==> config.mk <==
export PLATFORM = sky130hd
export DESIGN_NAME = rca_seq_ctrl
export DESIGN_NICKNAME = d
export VERILOG_FILES = /design/src/rtl/rca_seq_ctrl.sv
export SDC_FILE = /design/constraint.sdc
export NUM_CORES = 1
export LEC_CHECK = 0
export ABC_AREA = 1
export CORE_MARGIN = 10
export CORE_UTILIZATION = 35
export CTS_CLUSTER_DIAMETER = 60
export DETAILED_ROUTE_END_ITERATION = 8
export SLEW_MARGIN = 20
export SYNTH_ARGS = -nofsm -noshare
export SYNTH_HDL_FRONTEND = slang
export SYNTH_SLANG_ARGS = --single-unit
export TNS_END_PERCENT = 20
==> constraint.sdc <==
create_clock -name i_clk -period 8.6 [get_ports i_clk]
set_input_delay 0.86 -clock i_clk [delete_from_list [all_inputs] [get_ports i_clk]]
set_output_delay 0.86 -clock i_clk [all_outputs]
set_load 0.01 [all_outputs]
==> src/rtl/rca_seq_ctrl.sv <==
// rca_seq_ctrl: multi-cycle ripple-carry adder, one 17-bit slice per clock with a registered carry.
// Optional subtract mode (port i_sub) is enabled by defining RCA_SEQ_CTRL_SUB_EN.
module rca_seq_ctrl #(
    parameter int NUM_CHUNKS = 4,
    localparam int W = 17 * NUM_CHUNKS
) (
    input  logic         i_clk,
    input  logic         i_rst,
    input  logic         i_valid,
    output logic         o_ready,
    input  logic [W-1:0] i_add_term1,
    input  logic [W-1:0] i_add_term2,
`ifdef RCA_SEQ_CTRL_SUB_EN
    input  logic         i_sub,
`endif
    output logic         o_valid,
    input  logic         i_ready,
    output logic [W:0]   o_result,
    output logic         o_busy
);
    localparam int KW = $clog2(NUM_CHUNKS);
    localparam int LW = $clog2(W + 1);

    typedef enum logic [1:0] {IDLE, RUN, DONE} state_t;

    state_t          r_state, w_next;
    logic [W-1:0]    r_a, r_b;
    logic [W:0]      r_result;
    logic            r_carry;
    logic [KW-1:0]   r_k;
    logic            w_sub, w_accept, w_last;
    logic [LW-1:0]   w_lo;
    logic [17:0]     w_s;

`ifdef RCA_SEQ_CTRL_SUB_EN
    assign w_sub = i_sub;
`else
    assign w_sub = 1'b0;
`endif

    assign w_accept = i_valid && o_ready;
    assign w_last   = r_k == KW'(NUM_CHUNKS - 1);
    assign w_lo     = LW'(17 * r_k);
    assign w_s      = {1'b0, r_a[w_lo +: 17]} + {1'b0, r_b[w_lo +: 17]} + {17'b0, r_carry};
    assign o_ready  = r_state == IDLE;
    assign o_valid  = r_state == DONE;
    assign o_busy   = r_state != IDLE;
    assign o_result = r_result;

    always_comb begin
        w_next = r_state;
        case (r_state)
            IDLE:    w_next = i_valid ? RUN : IDLE;
            RUN:     w_next = w_last ? DONE : RUN;
            DONE:    w_next = i_ready ? IDLE : DONE;
            default: w_next = IDLE;
        endcase
    end

    always_ff @(posedge i_clk or posedge i_rst) begin
        if (i_rst) r_state <= IDLE;
        else       r_state <= w_next;
    end

    // Carry crosses slices only through r_carry, so each cycle sees a single 17-bit adder.
    always_ff @(posedge i_clk or posedge i_rst) begin
        if (i_rst) begin
            r_a      <= '0;
            r_b      <= '0;
            r_result <= '0;
            r_carry  <= 1'b0;
            r_k      <= '0;
        end else if (w_accept) begin
            r_a      <= i_add_term1;
            r_b      <= w_sub ? ~i_add_term2 : i_add_term2;
            r_result <= '0;
            r_carry  <= w_sub;
            r_k      <= '0;
        end else if (r_state == RUN) begin
            r_result[w_lo +: 17] <= w_s[16:0];
            r_carry              <= w_s[17];
            r_k                  <= w_last ? '0 : r_k + 1'b1;
            if (w_last) r_result[W] <= w_s[17];
        end
    end
endmodule

# Yosys cells after proc, flatten, opt, wreduce, memory -nomap -nowiden
# Index checks and enable logic that the tools add are counted.
word_totals:
  ff_bits: 210
  latchBits: 0
  ramBits: 0
  rom_bits: 0
  output_inout_bits: 72
  elab_cells: 35
  mem_count: 0
classes:
  n_addsub: 4
  n_mul: 1
  div_mod_pow: 0
  n_lt_le_gt_ge: 0
  eq_ne: 3
  n_shift: 4
  n_mux: 13
  bitwise_logic: 0
  n_reduce_logical: 4
ops:
  columns: ["cell", "count"]
  rows:
  - ["69-bit two-way mux", 2]
  - ["68-bit by 8-bit variable part select with 17-bit output", 2]
  - ["69-bit bitwise mux", 1]
  - ["17-bit by 9-bit variable shift with 69-bit output (first input constant)", 1]
  - ["17-bit by 9-bit variable part select with 69-bit output", 1]
  - ["17-bit by 17-bit adder with 18-bit output", 1]
  - ["18-bit by 1-bit adder with 18-bit output", 1]
  - ["2-bit two-way mux", 5]
  - ["7-bit negator with 9-bit output", 1]
  - ["5-bit by 2-bit multiplier with 7-bit output (first input constant)", 1]
  - ["2-bit one-hot mux with 3 select lines", 1]
  - ["2-bit == test (second input constant)", 2]
  - ["1-bit two-way mux", 4]
  - ["2-bit nonzero test", 2]
  - ["2-bit by 1-bit adder with 2-bit output (second input constant)", 1]
  - ["2-bit by 1-bit == test with 1-bit output (second input constant)", 1]
  - ["2-bit logical NOT", 1]
  - ["1-bit logical AND", 1]

# Logic depth before layout (Yosys ltp)
logic_depth:
  depth_word: 9
  mapped_depth: 17
  ltp_nobuf: 15

# Worst setup path after synthesis
# OpenSTA, ideal clock, no wires.
synth_path:
  path_type: "register to register"
  from: "reg r_k[0]"
  to: "reg r_result[25], in the netlist o_result[25]"
  setup_time_ns: 0.065
  arrival_ns: 2.715
  path_slack_ns: 5.820
  stages_incl_launch_ff: 17
  path_buffers: 2
  synth_period_minus_slack_ns: 2.780
  path_cell_list: "dfrtp_1 > buf_2 > inv_2 > buf_2 > nor2_1 > o22ai_1 > fa_1 > fa_1 > nand2_1 > nand2_1 > nand3_1 > nand2_1 > xor2_1 > nand2_1 > nor2_1 > nand2_1 > nand2_1"
synth_between:
  elab_chain_len: 8
  word_cells_on_any_way: 11
  classes_between: "add/sub (3); mul (1); shift (4); mux (3)"
synth_rtl:
  columns: ["item", "line", "text"]
  rows:
  - ["from (decl)", "30", "logic [KW-1:0] r_k;"]
  - ["from (signal assigned)", "82", "r_k <= w_last ? '0 : r_k + 1'b1;"]
  - ["5-bit by 2-bit multiplier with 7-bit output (*)", "43", "assign w_lo = LW'(17 * r_k);"]
  - ["68-bit by 8-bit variable part select with 17-bit output", "44", "assign w_s = {1'b0, r_a[w_lo +: 17]} + {1'b0, r_b[w_lo +: 17]} + {17'b0, r_carry};"]
  - ["17-bit by 17-bit adder with 18-bit output", "44", null]
  - ["18-bit by 1-bit adder with 18-bit output", "44", null]
  - ["17-bit by 9-bit variable part select with 69-bit output", "80", "r_result[w_lo +: 17] <= w_s[16:0];"]
  - ["69-bit bitwise mux (*)", "80", null]
  - ["69-bit two-way mux (*)", "79", "end else if (r_state == RUN) begin"]
  - ["69-bit two-way mux (*)", "73", "end else if (w_accept) begin"]
  - ["to (signal, indexed assignment)", "80", null]
  - ["to (signal, indexed assignment)", "83", "if (w_last) r_result[W] <= w_s[17];"]
  - ["to (decl)", "28", "logic [W:0] r_result;"]
# Every way passes the cells marked *; elsewhere a longest branch is shown, timed or not. The select of a mux whose other input is x is not followed.
# A chain may end at the register's enable or synchronous reset.

# Worst setup path after layout
layout_path:
  from: "reg r_k[0]"
  to: "reg r_result[59], in the netlist o_result[59]"
# Same word-level chain as after synthesis.

==> flow_summary_export.csv <==
group,metric,value,unit
finish,nets,1365,
critical_path,cp_cell_sequence,"buf_4 -> o21ai_0 -> o22ai_1 -> fa_1 -> fa_1 -> nand2_1 -> nand2_1 -> nand3_1 -> nand2_1 -> xor2_1 -> nand2_1 -> nor2_1 -> nand2_1 -> nand2_1",
timing,setup_viol_count_final,0,
power_and_ir_drop,p_leak,5.98,nW
drt,drc,0,
grt,grt_start_max_net_pins,97,
drt,vias,7956,
synth,yosys-top-cells-area,"dfrtp_1 52%, mux2_2 15%, nand2_1 7.7%",
critical_path,worstPathMaxFanout,96,
drt,drt-total-wl,28900,µm
timing,worst-slew-pin-transition,1.07,ns
clock_tree,clockBufferDepth,3,
synth,synth_top_area_share,52.1,%
timing,fmax,0.289,GHz
timing,hold_viol_final,0,
place,place_hpwl,20400,µm
timing,finalMaxSlewViolations,0,
grt,antenna_found_initial,1,
grt,grt_usage,15.6,%
clock_tree,clkSlewWorstSetupHoldPaths,0.06,ns
floorplanning,die_y,190,µm
place,gp_congestion,0.810,
clock_tree,post_cts_resized,0,
clock_tree,cts_tree,"built",
clock_tree,cts_max_level,1,
critical_path,crit_path_max_incr_delay,0.79,ns
synth,netlist_area,10100,µm²
clock_tree,worstSkewPairLatency,0.52,ns
finish,antenna_cells,0,
clock_tree,clock-sinks,210,
finish,final_cell_mix,"211 x clkdlybuf4s50_1, 209 x dfrtp_1, 208 x nand2_1",
critical_path,path_delay_family,"simple AND/OR/NAND/NOR gates",
grt,grt-ovfl-total,0,
critical_path,required,9.06,ns
timing,fin_setup_tns,0,ns
synth,synthesis.nets,1171,
critical_path,cp-start-kind,"register",
synth,ys_warn_count,0,
synth,syn_area_per_cell,10.0,µm²
floorplanning,start_util,35.3,%
drt,wire_per_inst,18.1,µm
clock_tree,hold_buffers,0,
critical_path,worst_path_max_delay_cell,"buf_4",
drt,vias_per_cell,4.97,
timing,skew,0.0168,ns
floorplanning,fp.dieW,190,µm
synth,netlist_instances,1008,
synth,synth.distinct_cells,33,
synth,seq_area_frac_synth,52.1,%
drt,drt_first_pass_iters,5,
synth,synth-seq-cells,210,
floorplanning,rows,62,
place,portBuffers,211,
drt,postRouteAntennaNets,0,
clock_tree,clock-root-buffer,"clkbuf_16",
timing,fin_crit_sh,40.2,%
critical_path,crit_type,"reg -> reg",
synth,yosysTopAreaCell,"dfrtp_1",
flow_run,drv_cap,0,
power_and_ir_drop,finalPower,6.05,mW
worst_hold_path,holdCritPathClass,"reg -> reg",
grt,grt_pass1_vias,8065,
critical_path,crit_buf_inv,1,
timing,rsz0062_at_grt,"false",
critical_path,critPathCaptureType,"register",
floorplanning,io_pins,212,
grt,grt_first_pass_wirelength,45600,µm
finish,layout-drive-gt1-share,16.0,%
clock_tree,cts_made_buffers,24,
drt,drt_iter0_markers,590,
power_and_ir_drop,ir_worst_vdd,0.219,mV
timing,slew_headroom,28.9,%
finish,final_common_cell,"clkdlybuf4s50_1",
floorplanning,fp.coreArea,28500,µm²
clock_tree,cts_setup_buffers,0,
critical_path,arrival,3.92,ns
status,status,"finished, final reports clean",
finish,area_growth,31.5,%
power_and_ir_drop,power.density,457,nW/µm²
critical_path,crit_top_cell,"nand2_1",
timing,min_period,3.46,ns
floorplanning,dieArea,36000,µm²
-- final cells by class --
cell class / count / area, µm²
Timing Repair Buffer: 218 / 2170
Clock buffer: 37 / 739
Multi-Input combinational cell: 685 / 4290
Inverter: 63 / 246
Clock inverter: 5 / 65.1
Tap cell: 384 / 480
Sequential cell: 210 / 5260
Fill cell: 2758 / 15300
-- worst reg2reg max path: cells and delay by family (launching register included) --
family / cells / cell delay (ns)
AO/OA/AOI/OAI: 2 / 0.53
buffers and inverters: 1 / 0.79
adder cells (fa/ha/maj): 2 / 0.50
AND/OR/NAND/NOR: 8 / 0.93
XOR/XNOR: 1 / 0.26
flip-flops: 1 / 0.40
-- metal layers --
metal / part of all wire (%) / wire [µm] / GRT usage, %
met4: 1.5 / 446 / 3.14
met2: 43 / 12600 / 23.4
met5: 0.069 / 20 / 0
met3: 6.9 / 1990 / 4.17
met1: 48 / 13900 / 22.2
-- power breakdown --
| group | switching (mW) | internal, mW | total [mW] |
|---|---|---|---|
| Clock | 0.404 | 0.620 | 1.02 |
| Combinational | 2.09 | 1.28 | 3.37 |
| Sequential | 0.228 | 1.43 | 1.66 |
-- synthesized netlist by cell type --
master / count
buf_2: 18
ha_1: 21
inv_1: 56
xor2_1: 7
mux2_2: 136
nand2_1: 208
nand3_1: 43
nor2_4: 1
nor3b_1: 1
inv_2: 4
and2_1: 2
o22ai_1: 35
nor3_4: 1
a22o_1: 6
nand4_1: 17
clkinv_1: 2
or2_2: 1
o31ai_1: 2
nand3b_1: 2
dfrtp_1: 210
inv_4: 1
nand2_4: 3
buf_1: 2
nor4_4: 1
fa_1: 2
nor2_1: 88
o21ai_1: 1
o21ai_0: 92
buf_6: 12
a32o_1: 1
nor3_1: 3
clkbuf_1: 18
a21oi_1: 11
-- kinds of logic (layout without fill, tap and decap cells) --
kind of cell | Yosys count | after routing | share of synthesized area, %
muxes | 136 | 136 | 15.2
and+or+nand+nor | 371 | 371 | 15.6
AOI/OAI and AO/OA | 148 | 148 | 8.11
DFF | 210 | 210 | 52.1
adders and majority gates | 23 | 23 | 3.00
xor gates and xnor gates | 7 | 7 | 0.608
buffers and inverters | 113 | 323 | 5.35
-- metrics by stage --
step / setup slack, ns / instances / hold slack, ns / util, % / cell area, µm²
finish: 5.14 / 1602 / 0.486 / 46.4 / 13300
global route: 4.87 / 1602 / 0.502 / 46.4 / 13300
CTS: 5.18 / 1602 / 0.492 / 46.4 / 13200
detailed placement: 4.90 / 1560 / 0.471 / 43.6 / 12400
global placement: 4.90 / 1560 / 0.467 / 43.6 / 12400
floorplan: 2.00 / 1008 / 0.474 / - / 10100
-- worst paths after layout --
path	from	to	slack, ns	cells past startpoint
worst max-delay path	r_k[0]	o_result[59]	5.14	14
worst min register to register	o_result[56]	o_result[56]	0.49	2
worst max register to register	r_k[0]	o_result[59]	5.14	14
min in group asynchronous	i_rst	o_result[20]	0.82	2
worst min-delay path	o_result[56]	o_result[56]	0.49	2
max in group asynchronous	i_rst	r_b[45]	6.45	3
-- state kept, by name, summed over array words and instances, names as in the netlist --
signal and flops:
r_k 2, o_result 69, r_b 68, r_a 68, r_carry 1, r_state 2
No activity file was read; power rests on OpenSTA's default activity.
